`config.mk`:
```
export PLATFORM = sky130hd
export DESIGN_NAME = hilo_muldiv_unit
export DESIGN_NICKNAME = d
export VERILOG_FILES = /design/src/rtl/hilo_pkg.sv /design/src/rtl/hilo_muldiv_unit_divider.sv /design/src/rtl/hilo_muldiv_unit.sv
export SDC_FILE = /design/constraint.sdc
export NUM_CORES = 2
export LEC_CHECK = 0
export BUFFER_PORTS_ARGS = -buffer_cell sky130_fd_sc_hd__buf_2
export CELL_PAD_IN_SITES_DETAIL_PLACEMENT = 1
export CELL_PAD_IN_SITES_GLOBAL_PLACEMENT = 2
export CORE_MARGIN = 5
export CORE_UTILIZATION = 45
export CTS_CLUSTER_DIAMETER = 60
export DETAILED_ROUTE_END_ITERATION = 16
export PLACE_DENSITY_LB_ADDON = 0.1
export SYNTH_ARGS = -nofsm -noshare
export SYNTH_HDL_FRONTEND = slang
export SYNTH_SLANG_ARGS = --single-unit
```
`constraint.sdc`:
```
create_clock -name clk -period 28.1 [get_ports clk]
set_input_delay 2.81 -clock clk [delete_from_list [all_inputs] [get_ports clk]]
set_output_delay 2.81 -clock clk [all_outputs]
set_load 0.01 [all_outputs]
```
`src/rtl/hilo_pkg.sv`:
```
`default_nettype none
// ============================================================================
//  Module   : hilo_pkg
//  Purpose  : Shared types and helpers for the HI/LO multiply/divide unit
//  Revision : 1.0  initial release
// ============================================================================
package hilo_pkg;

   localparam int HILO_WIDTH = 32;

   typedef enum logic [2:0] {
      OP_MULT  = 3'd0,
      OP_MULTU = 3'd1,
      OP_DIV   = 3'd2,
      OP_DIVU  = 3'd3,
      OP_MADD  = 3'd4,
      OP_MADDU = 3'd5,
      OP_MSUB  = 3'd6,
      OP_MSUBU = 3'd7
   } hilo_op_t;

   typedef enum logic [1:0] {
      S_IDLE = 2'd0,
      S_MUL  = 2'd1,
      S_DIV  = 2'd2
   } hilo_state_t;

   function automatic logic is_mul_op(input hilo_op_t op);
      return op inside {OP_MULT, OP_MULTU, OP_MADD, OP_MADDU, OP_MSUB, OP_MSUBU};
   endfunction

   function automatic logic is_div_op(input hilo_op_t op);
      return op inside {OP_DIV, OP_DIVU};
   endfunction

   function automatic logic is_signed_op(input hilo_op_t op);
      return op inside {OP_MULT, OP_MADD, OP_MSUB, OP_DIV};
   endfunction

   function automatic logic is_acc_op(input hilo_op_t op);
      return op inside {OP_MADD, OP_MADDU, OP_MSUB, OP_MSUBU};
   endfunction

endpackage
`default_nettype wire

```
`src/rtl/hilo_muldiv_unit_divider.sv`:
```
`default_nettype none
// ============================================================================
//  Module   : hilo_divider
//  Purpose  : Iterative restoring divider on unsigned magnitudes, one quotient
//             bit per cycle. The first bit is produced on the start edge, so
//             o_done rises in the cycle whose edge produces the last bit and
//             o_quot/o_rem are the final values during that cycle.
//  Revision : 1.0  initial release
// ============================================================================
module hilo_divider
   import hilo_pkg::*;
#(
   parameter int WIDTH = HILO_WIDTH
) (
   input  logic             clk,
   input  logic             rst,
   input  logic             i_start,
   input  logic             i_flush,
   input  logic [WIDTH-1:0] i_dividend,
   input  logic [WIDTH-1:0] i_divisor,
   output logic             o_done,
   output logic [WIDTH-1:0] o_quot,
   output logic [WIDTH-1:0] o_rem
);

   localparam int DIV_CNT_W = $clog2(WIDTH) + 1;

   logic                 r_run;
   logic [DIV_CNT_W-1:0] r_cnt;
   logic [WIDTH-1:0]     r_rem;
   logic [WIDTH-1:0]     r_quo;
   logic [WIDTH-1:0]     r_dvs;

   logic [WIDTH-1:0]     w_rem_in;
   logic [WIDTH-1:0]     w_quo_in;
   logic [WIDTH-1:0]     w_dvs;
   logic [WIDTH:0]       w_part;
   logic [WIDTH:0]       w_trial;
   logic                 w_qbit;

   // One restoring step: shift in the next dividend bit, subtract if it fits
   always_comb begin
      w_rem_in = i_start ? '0         : r_rem;
      w_quo_in = i_start ? i_dividend : r_quo;
      w_dvs    = i_start ? i_divisor  : r_dvs;
      w_part   = {w_rem_in, w_quo_in[WIDTH-1]};
      w_trial  = w_part - {1'b0, w_dvs};
      w_qbit   = ~w_trial[WIDTH];
      o_rem    = w_qbit ? w_trial[WIDTH-1:0] : w_part[WIDTH-1:0];
      o_quot   = {w_quo_in[WIDTH-2:0], w_qbit};
      o_done   = r_run && (r_cnt == DIV_CNT_W'(WIDTH - 1));
   end

   // Iteration state: partial remainder, shifting quotient, step counter
   always_ff @(posedge clk) begin
      if (rst || i_flush) begin
         r_run <= 1'b0;
         r_cnt <= '0;
         r_rem <= '0;
         r_quo <= '0;
         r_dvs <= '0;
      end else if (i_start) begin
         r_run <= 1'b1;
         r_cnt <= DIV_CNT_W'(1);
         r_rem <= o_rem;
         r_quo <= o_quot;
         r_dvs <= i_divisor;
      end else if (r_run) begin
         r_rem <= o_rem;
         r_quo <= o_quot;
         r_cnt <= r_cnt + 1'b1;
         if (o_done) begin
            r_run <= 1'b0;
         end
      end
   end

endmodule
`default_nettype wire

```
`src/rtl/hilo_muldiv_unit.sv`:
```
`default_nettype none
// ============================================================================
//  Module   : hilo_muldiv_unit
//  Purpose  : HI/LO execution unit. Owns HI and LO, runs MULT/MADD/MSUB
//             (signed and unsigned) on a MUL_STAGES-deep product pipe and
//             DIV/DIVU on an iterative divider, and serves MTHI/MTLO.
//  Options  : define HILO_DIV_ZERO_SKIP_EN to finish divide-by-zero in one
//             cycle without touching HI/LO.
//  Revision : 1.0  initial release
// ============================================================================
module hilo_muldiv_unit
   import hilo_pkg::*;
#(
   parameter int WIDTH      = HILO_WIDTH,
   parameter int MUL_STAGES = 2
) (
   input  logic             clk,
   input  logic             reset,
   input  logic             valid_in,
   input  logic [2:0]       op,
   input  logic [WIDTH-1:0] a,
   input  logic [WIDTH-1:0] b,
   input  logic             wr_hi,
   input  logic             wr_lo,
   input  logic [WIDTH-1:0] wdata,
   input  logic             flush,
   output logic             busy,
   output logic             done,
   output logic [WIDTH-1:0] hi,
   output logic [WIDTH-1:0] lo
);

   localparam int MCNT_W = (MUL_STAGES > 1) ? $clog2(MUL_STAGES) + 1 : 1;

   hilo_state_t         r_state;
   hilo_state_t         w_state_nxt;
   logic [WIDTH-1:0]    r_hi;
   logic [WIDTH-1:0]    r_lo;
   logic                r_done;
   logic [MCNT_W-1:0]   r_mcnt;
   logic                r_neg_q;
   logic                r_neg_r;

   hilo_op_t            w_op;
   logic                w_busy;
   logic                w_is_mul;
   logic                w_is_div;
   logic                w_signed;
   logic                w_accept;
   logic                w_start_div;
   logic                w_mul_commit;
   logic                w_div_commit;
   logic                w_done_nxt;
   logic                w_div_done;
   logic [2*WIDTH-1:0]  w_acc;
   logic [2*WIDTH-1:0]  w_ax;
   logic [2*WIDTH-1:0]  w_bx;
   logic [2*WIDTH-1:0]  w_prod;
   logic [2*WIDTH-1:0]  w_mul_res;
   logic [2*WIDTH-1:0]  w_mul_out;
   logic [WIDTH-1:0]    w_amag;
   logic [WIDTH-1:0]    w_bmag;
   logic [WIDTH-1:0]    w_dq;
   logic [WIDTH-1:0]    w_dr;
   logic [WIDTH-1:0]    w_q_fix;
   logic [WIDTH-1:0]    w_r_fix;

   assign w_op     = hilo_op_t'(op);
   assign w_is_mul = is_mul_op(w_op);
   assign w_is_div = is_div_op(w_op);
   assign w_signed = is_signed_op(w_op);
   assign w_busy   = (r_state != S_IDLE);
   assign busy     = w_busy;
   assign done     = r_done;
   assign hi       = r_hi;
   assign lo       = r_lo;

   // Product and accumulate; 2W-bit operands so truncation gives the exact
   // signed or unsigned product modulo 2^(2W)
   always_comb begin
      w_acc  = {r_hi, r_lo};
      w_ax   = w_signed ? {{WIDTH{a[WIDTH-1]}}, a} : {{WIDTH{1'b0}}, a};
      w_bx   = w_signed ? {{WIDTH{b[WIDTH-1]}}, b} : {{WIDTH{1'b0}}, b};
      w_prod = w_ax * w_bx;
      if (w_op == OP_MSUB || w_op == OP_MSUBU) begin
         w_mul_res = w_acc - w_prod;
      end else if (is_acc_op(w_op)) begin
         w_mul_res = w_acc + w_prod;
      end else begin
         w_mul_res = w_prod;
      end
   end

   generate
      if (MUL_STAGES > 1) begin : g_mul_pipe
         logic [2*WIDTH-1:0] r_pipe [MUL_STAGES-1];
         // Result shift; the counter decides which slot is committed
         always_ff @(posedge clk) begin
            r_pipe[0] <= w_mul_res;
            for (int i = 1; i < MUL_STAGES - 1; i++) begin
               r_pipe[i] <= r_pipe[i-1];
            end
         end
         assign w_mul_out = r_pipe[MUL_STAGES-2];
      end else begin : g_mul_comb
         assign w_mul_out = w_mul_res;
      end
   endgenerate

   // Divider sees magnitudes; signs are reapplied on commit
   assign w_amag = (w_signed && a[WIDTH-1]) ? (~a + 1'b1) : a;
   assign w_bmag = (w_signed && b[WIDTH-1]) ? (~b + 1'b1) : b;

   hilo_divider #(
      .WIDTH (WIDTH)
   ) u_divider (
      .clk        (clk),
      .rst        (reset),
      .i_start    (w_start_div),
      .i_flush    (flush),
      .i_dividend (w_amag),
      .i_divisor  (w_bmag),
      .o_done     (w_div_done),
      .o_quot     (w_dq),
      .o_rem      (w_dr)
   );

   assign w_q_fix = r_neg_q ? (~w_dq + 1'b1) : w_dq;
   assign w_r_fix = r_neg_r ? (~w_dr + 1'b1) : w_dr;

   // Next-state and control strobes; flush overrides everything
   always_comb begin
      w_state_nxt  = r_state;
      w_accept     = 1'b0;
      w_start_div  = 1'b0;
      w_mul_commit = 1'b0;
      w_div_commit = 1'b0;
      w_done_nxt   = 1'b0;
      case (r_state)
         S_IDLE: begin
            if (valid_in && (w_is_mul || w_is_div)) begin
               w_accept = 1'b1;
               if (w_is_mul) begin
                  if (MUL_STAGES == 1) begin
                     w_mul_commit = 1'b1;
                     w_done_nxt   = 1'b1;
                  end else begin
                     w_state_nxt = S_MUL;
                  end
               end else begin
`ifdef HILO_DIV_ZERO_SKIP_EN
                  if (b == '0) begin
                     w_done_nxt = 1'b1;
                  end else begin
                     w_start_div = 1'b1;
                     w_state_nxt = S_DIV;
                  end
`else
                  w_start_div = 1'b1;
                  w_state_nxt = S_DIV;
`endif
               end
            end
         end
         S_MUL: begin
            if (r_mcnt == MCNT_W'(MUL_STAGES - 1)) begin
               w_mul_commit = 1'b1;
               w_done_nxt   = 1'b1;
               w_state_nxt  = S_IDLE;
            end
         end
         S_DIV: begin
            if (w_div_done) begin
               w_div_commit = 1'b1;
               w_done_nxt   = 1'b1;
               w_state_nxt  = S_IDLE;
            end
         end
         default: begin
            w_state_nxt = S_IDLE;
         end
      endcase
      if (flush) begin
         w_state_nxt  = S_IDLE;
         w_accept     = 1'b0;
         w_start_div  = 1'b0;
         w_mul_commit = 1'b0;
         w_div_commit = 1'b0;
         w_done_nxt   = 1'b0;
      end
   end

   // FSM state register
   always_ff @(posedge clk) begin
      if (reset) begin
         r_state <= S_IDLE;
      end else begin
         r_state <= w_state_nxt;
      end
   end

   // HI/LO, done pulse, multiply counter and divide sign flags; a commit
   // lands after an MTHI/MTLO on the same edge so the op result wins
   always_ff @(posedge clk) begin
      if (reset) begin
         r_hi    <= '0;
         r_lo    <= '0;
         r_done  <= 1'b0;
         r_mcnt  <= '0;
         r_neg_q <= 1'b0;
         r_neg_r <= 1'b0;
      end else begin
         r_done <= w_done_nxt;
         if (!w_busy) begin
            if (wr_hi) r_hi <= wdata;
            if (wr_lo) r_lo <= wdata;
         end
         if (w_mul_commit) begin
            {r_hi, r_lo} <= w_mul_out;
         end else if (w_div_commit) begin
            r_hi <= w_r_fix;
            r_lo <= w_q_fix;
         end
         if (w_accept) begin
            r_mcnt <= MCNT_W'(1);
         end else if (r_state == S_MUL) begin
            r_mcnt <= r_mcnt + 1'b1;
         end
         if (w_start_div) begin
            // A zero divisor keeps the all-ones quotient unsigned
            r_neg_q <= w_signed && (a[WIDTH-1] ^ b[WIDTH-1]) && (b != '0);
            r_neg_r <= w_signed && a[WIDTH-1];
         end
      end
   end

endmodule
`default_nettype wire

```
==> flow_summary.toml <==
[layout]
area_delta_synth_final_pct = 4.91
final_common_cell = "inv_1"
most-common-layout-cells = "inv_1, fa_1, nand2_1, and2_1, ha_1"
final_net_count = 10100
drive_above_1_share_pct = 4.79

[worst_setup_path]
slowest_delay_ps = 950
cp_max_fo = 40
crit_slowest_cell = "fa_1"
worstPathRequired_ps = 28600
critPathMostFrequentCell = "fa_1"
path_class = "in -> reg"
crit_arrival_ps = 16530
crit_path_start_kind = "input pin"
ff2ff_path_depth = 24
endpoint_kind = "register"

[yosys]
synth_enable_flop_cells = 0
synthArstFlopShare_pct = 0
syn_inst = 8237
synthFlopType = "dfxtp_1"
synth.distinct_cells = 96
ys_ff_latch = 238
yosys_warnings = 0
ys_seq_area_share_pct = 6.83
syn_nets = 10200
syn_avg_cell_area_sq_um = 8.47
synth_area_sq_um = 69800

[sta]
rsz0062_at_grt = "no"
drv_slew = 0
worst_slew_pin_slew_ps = 1260
finalSetupTns_ps = 0
relSlewSlack_pct = 16.2
clock_skew_ps = 28.7
period_share_pct = 57.0
fmaxAchievable_mhz = 62.4
finalSetupViolCount = 0
hold_violations = 0
period_needed_ps = 16030

[route]
wl_met2_microns = 121000
initialDrtViolationCount = 4031
highest_layer = "met5"
route.vias.total = 57400
wl_microns = 271000
post_drt_wl_per_cell_microns = 26.7
drc = 0
vias_per_cell = 5.66
first_pass_iters = 6
dr_wl_met3_microns = 19300
postRouteAntennaNets = 0
met1_length_microns = 122000

[floorplanning]
io_pins = 171
die-height_microns = 404
die_w_microns = 404
initial_core_util_pct = 45.3
rows = 144
core_region_area_sq_um = 154000
fp.dieArea_sq_um = 163000

[run_status]
status = "finished clean"

[clock_tree]
cts_sinks = 238
cts_htree_levels = 1
worstSkewPairLatency_ps = 620
cts-root-buf = "clkbuf_16"
path_clk_slew_ps = 80
cts_resized = 0
postCtsSetupRepairBufs = 0
cts_buffers = 30
cts_tree = "built"
hold_buffers = 0
clockBufferDepth = 3

[global_routing]
antenna_found_initial = 50
grt_max_degree = 78
grt_pass1_wl_microns = 405000
grt_pass1_vias = 62300
grtUsageTotal_pct = 33.0
overflow = 0

[placed_design]
gp_congestion = 0.985
io_buffers = 170
place_hpwl_microns = 221000

[run]
drv_cap = 0

[hold_path]
hp-class = "reg -> reg"
worstHoldPathCells = 2
worst max-delay path, delay by kind of cell:
kind                     cells  cell delay [ps]
AND/OR/NAND/NOR             10             2880
XOR/XNOR                     2              530
AO/OA/AOI/OAI                5             1790
buffers and inverters        8             1740
adder cells (fa/ha/maj)     12             6670
area by class of cell:
class	instances	area [sq um]
inverter	1696	6370
fill	18300	80900
timing repair buffer	258	1520
clock buffer	38	842
antenna	24	60.1
tap	2044	2560
sequential	238	4760
multi-input combinational	5833	56900
clock inverter	18	190
cell usage after synthesis (97+ instances only):
cell type / n / area [sq um]
and2_1: 496 / 3100
clkbuf_1: 406 / 1520
fa_1: 1425 / 28500
xnor2_1: 225 / 1970
nor2_1: 432 / 1620
nor3_1: 101 / 505
o21ai_0: 239 / 1200
nand2_1: 931 / 3490
a21o_1: 97 / 728
inv_1: 1691 / 6350
ha_1: 480 / 6010
a21oi_1: 412 / 2060
dfxtp_1: 238 / 4760
flip-flops by register name (all words and copies together) (netlist names):
register,count
hi,32
r_neg_q,1
r_state,2
u_divider.r_rem,32
u_divider.r_cnt,6
u_divider.r_dvs,32
done,1
u_divider.r_run,1
g_mul_pipe.r_pipe,64
r_neg_r,1
lo,32
r_mcnt,2
u_divider.r_quo,32
cell families after synthesis:
| logic type | share of synthesized area [%] |
|---|---|
| and+or+nand+nor | 15.5 |
| DFF | 6.83 |
| muxes | 0.784 |
| adders and majority gates | 49.5 |
| AOI/OAI and AO/OA | 11.7 |
| buffers and inverters | 11.7 |
| xor gates and xnor gates | 3.98 |
path summary, 6_finish.rpt:
check / slack [ps] / from / end
setup / recovery: 12070 / a[31] / g_mul_pipe.r_pipe[0][63]$_DFF_P_
hold / removal: 460 / u_divider.r_quo[17]$_SDFFE_PP0P_ / u_divider.r_quo[17]$_SDFFE_PP0P_
setup reg to reg: 19320 / r_state[0]$_SDFFE_PP0P_ / lo[14]$_SDFFE_PP0P_
hold reg to reg: 460 / u_divider.r_quo[17]$_SDFFE_PP0P_ / u_divider.r_quo[17]$_SDFFE_PP0P_
routing by layer:
metal,global-route usage [%],vias to the layer above
li1,-,25100
met1,47.9,30100
met2,52.4,1938
met3,4.29,285
met4,8.46,6
met5,0,-
metrics by stage:
stage	hold slack, ps	util [%]	instance area (sq um)	instances	setup slack, ps
finish	460	47.5	73200	10100	12070
global route	473	47.5	73100	10100	11860
CTS	459	47.5	73100	10100	12200
detailed placement	449	46.8	72100	10100	11550
global placement	439	46.8	72100	10100	11730
floorplan	427	-	69800	8237	14200
Power is left out: the tool's default activity adds up to more than one toggle a clock period on the data nets, which glitch-free logic cannot reach.
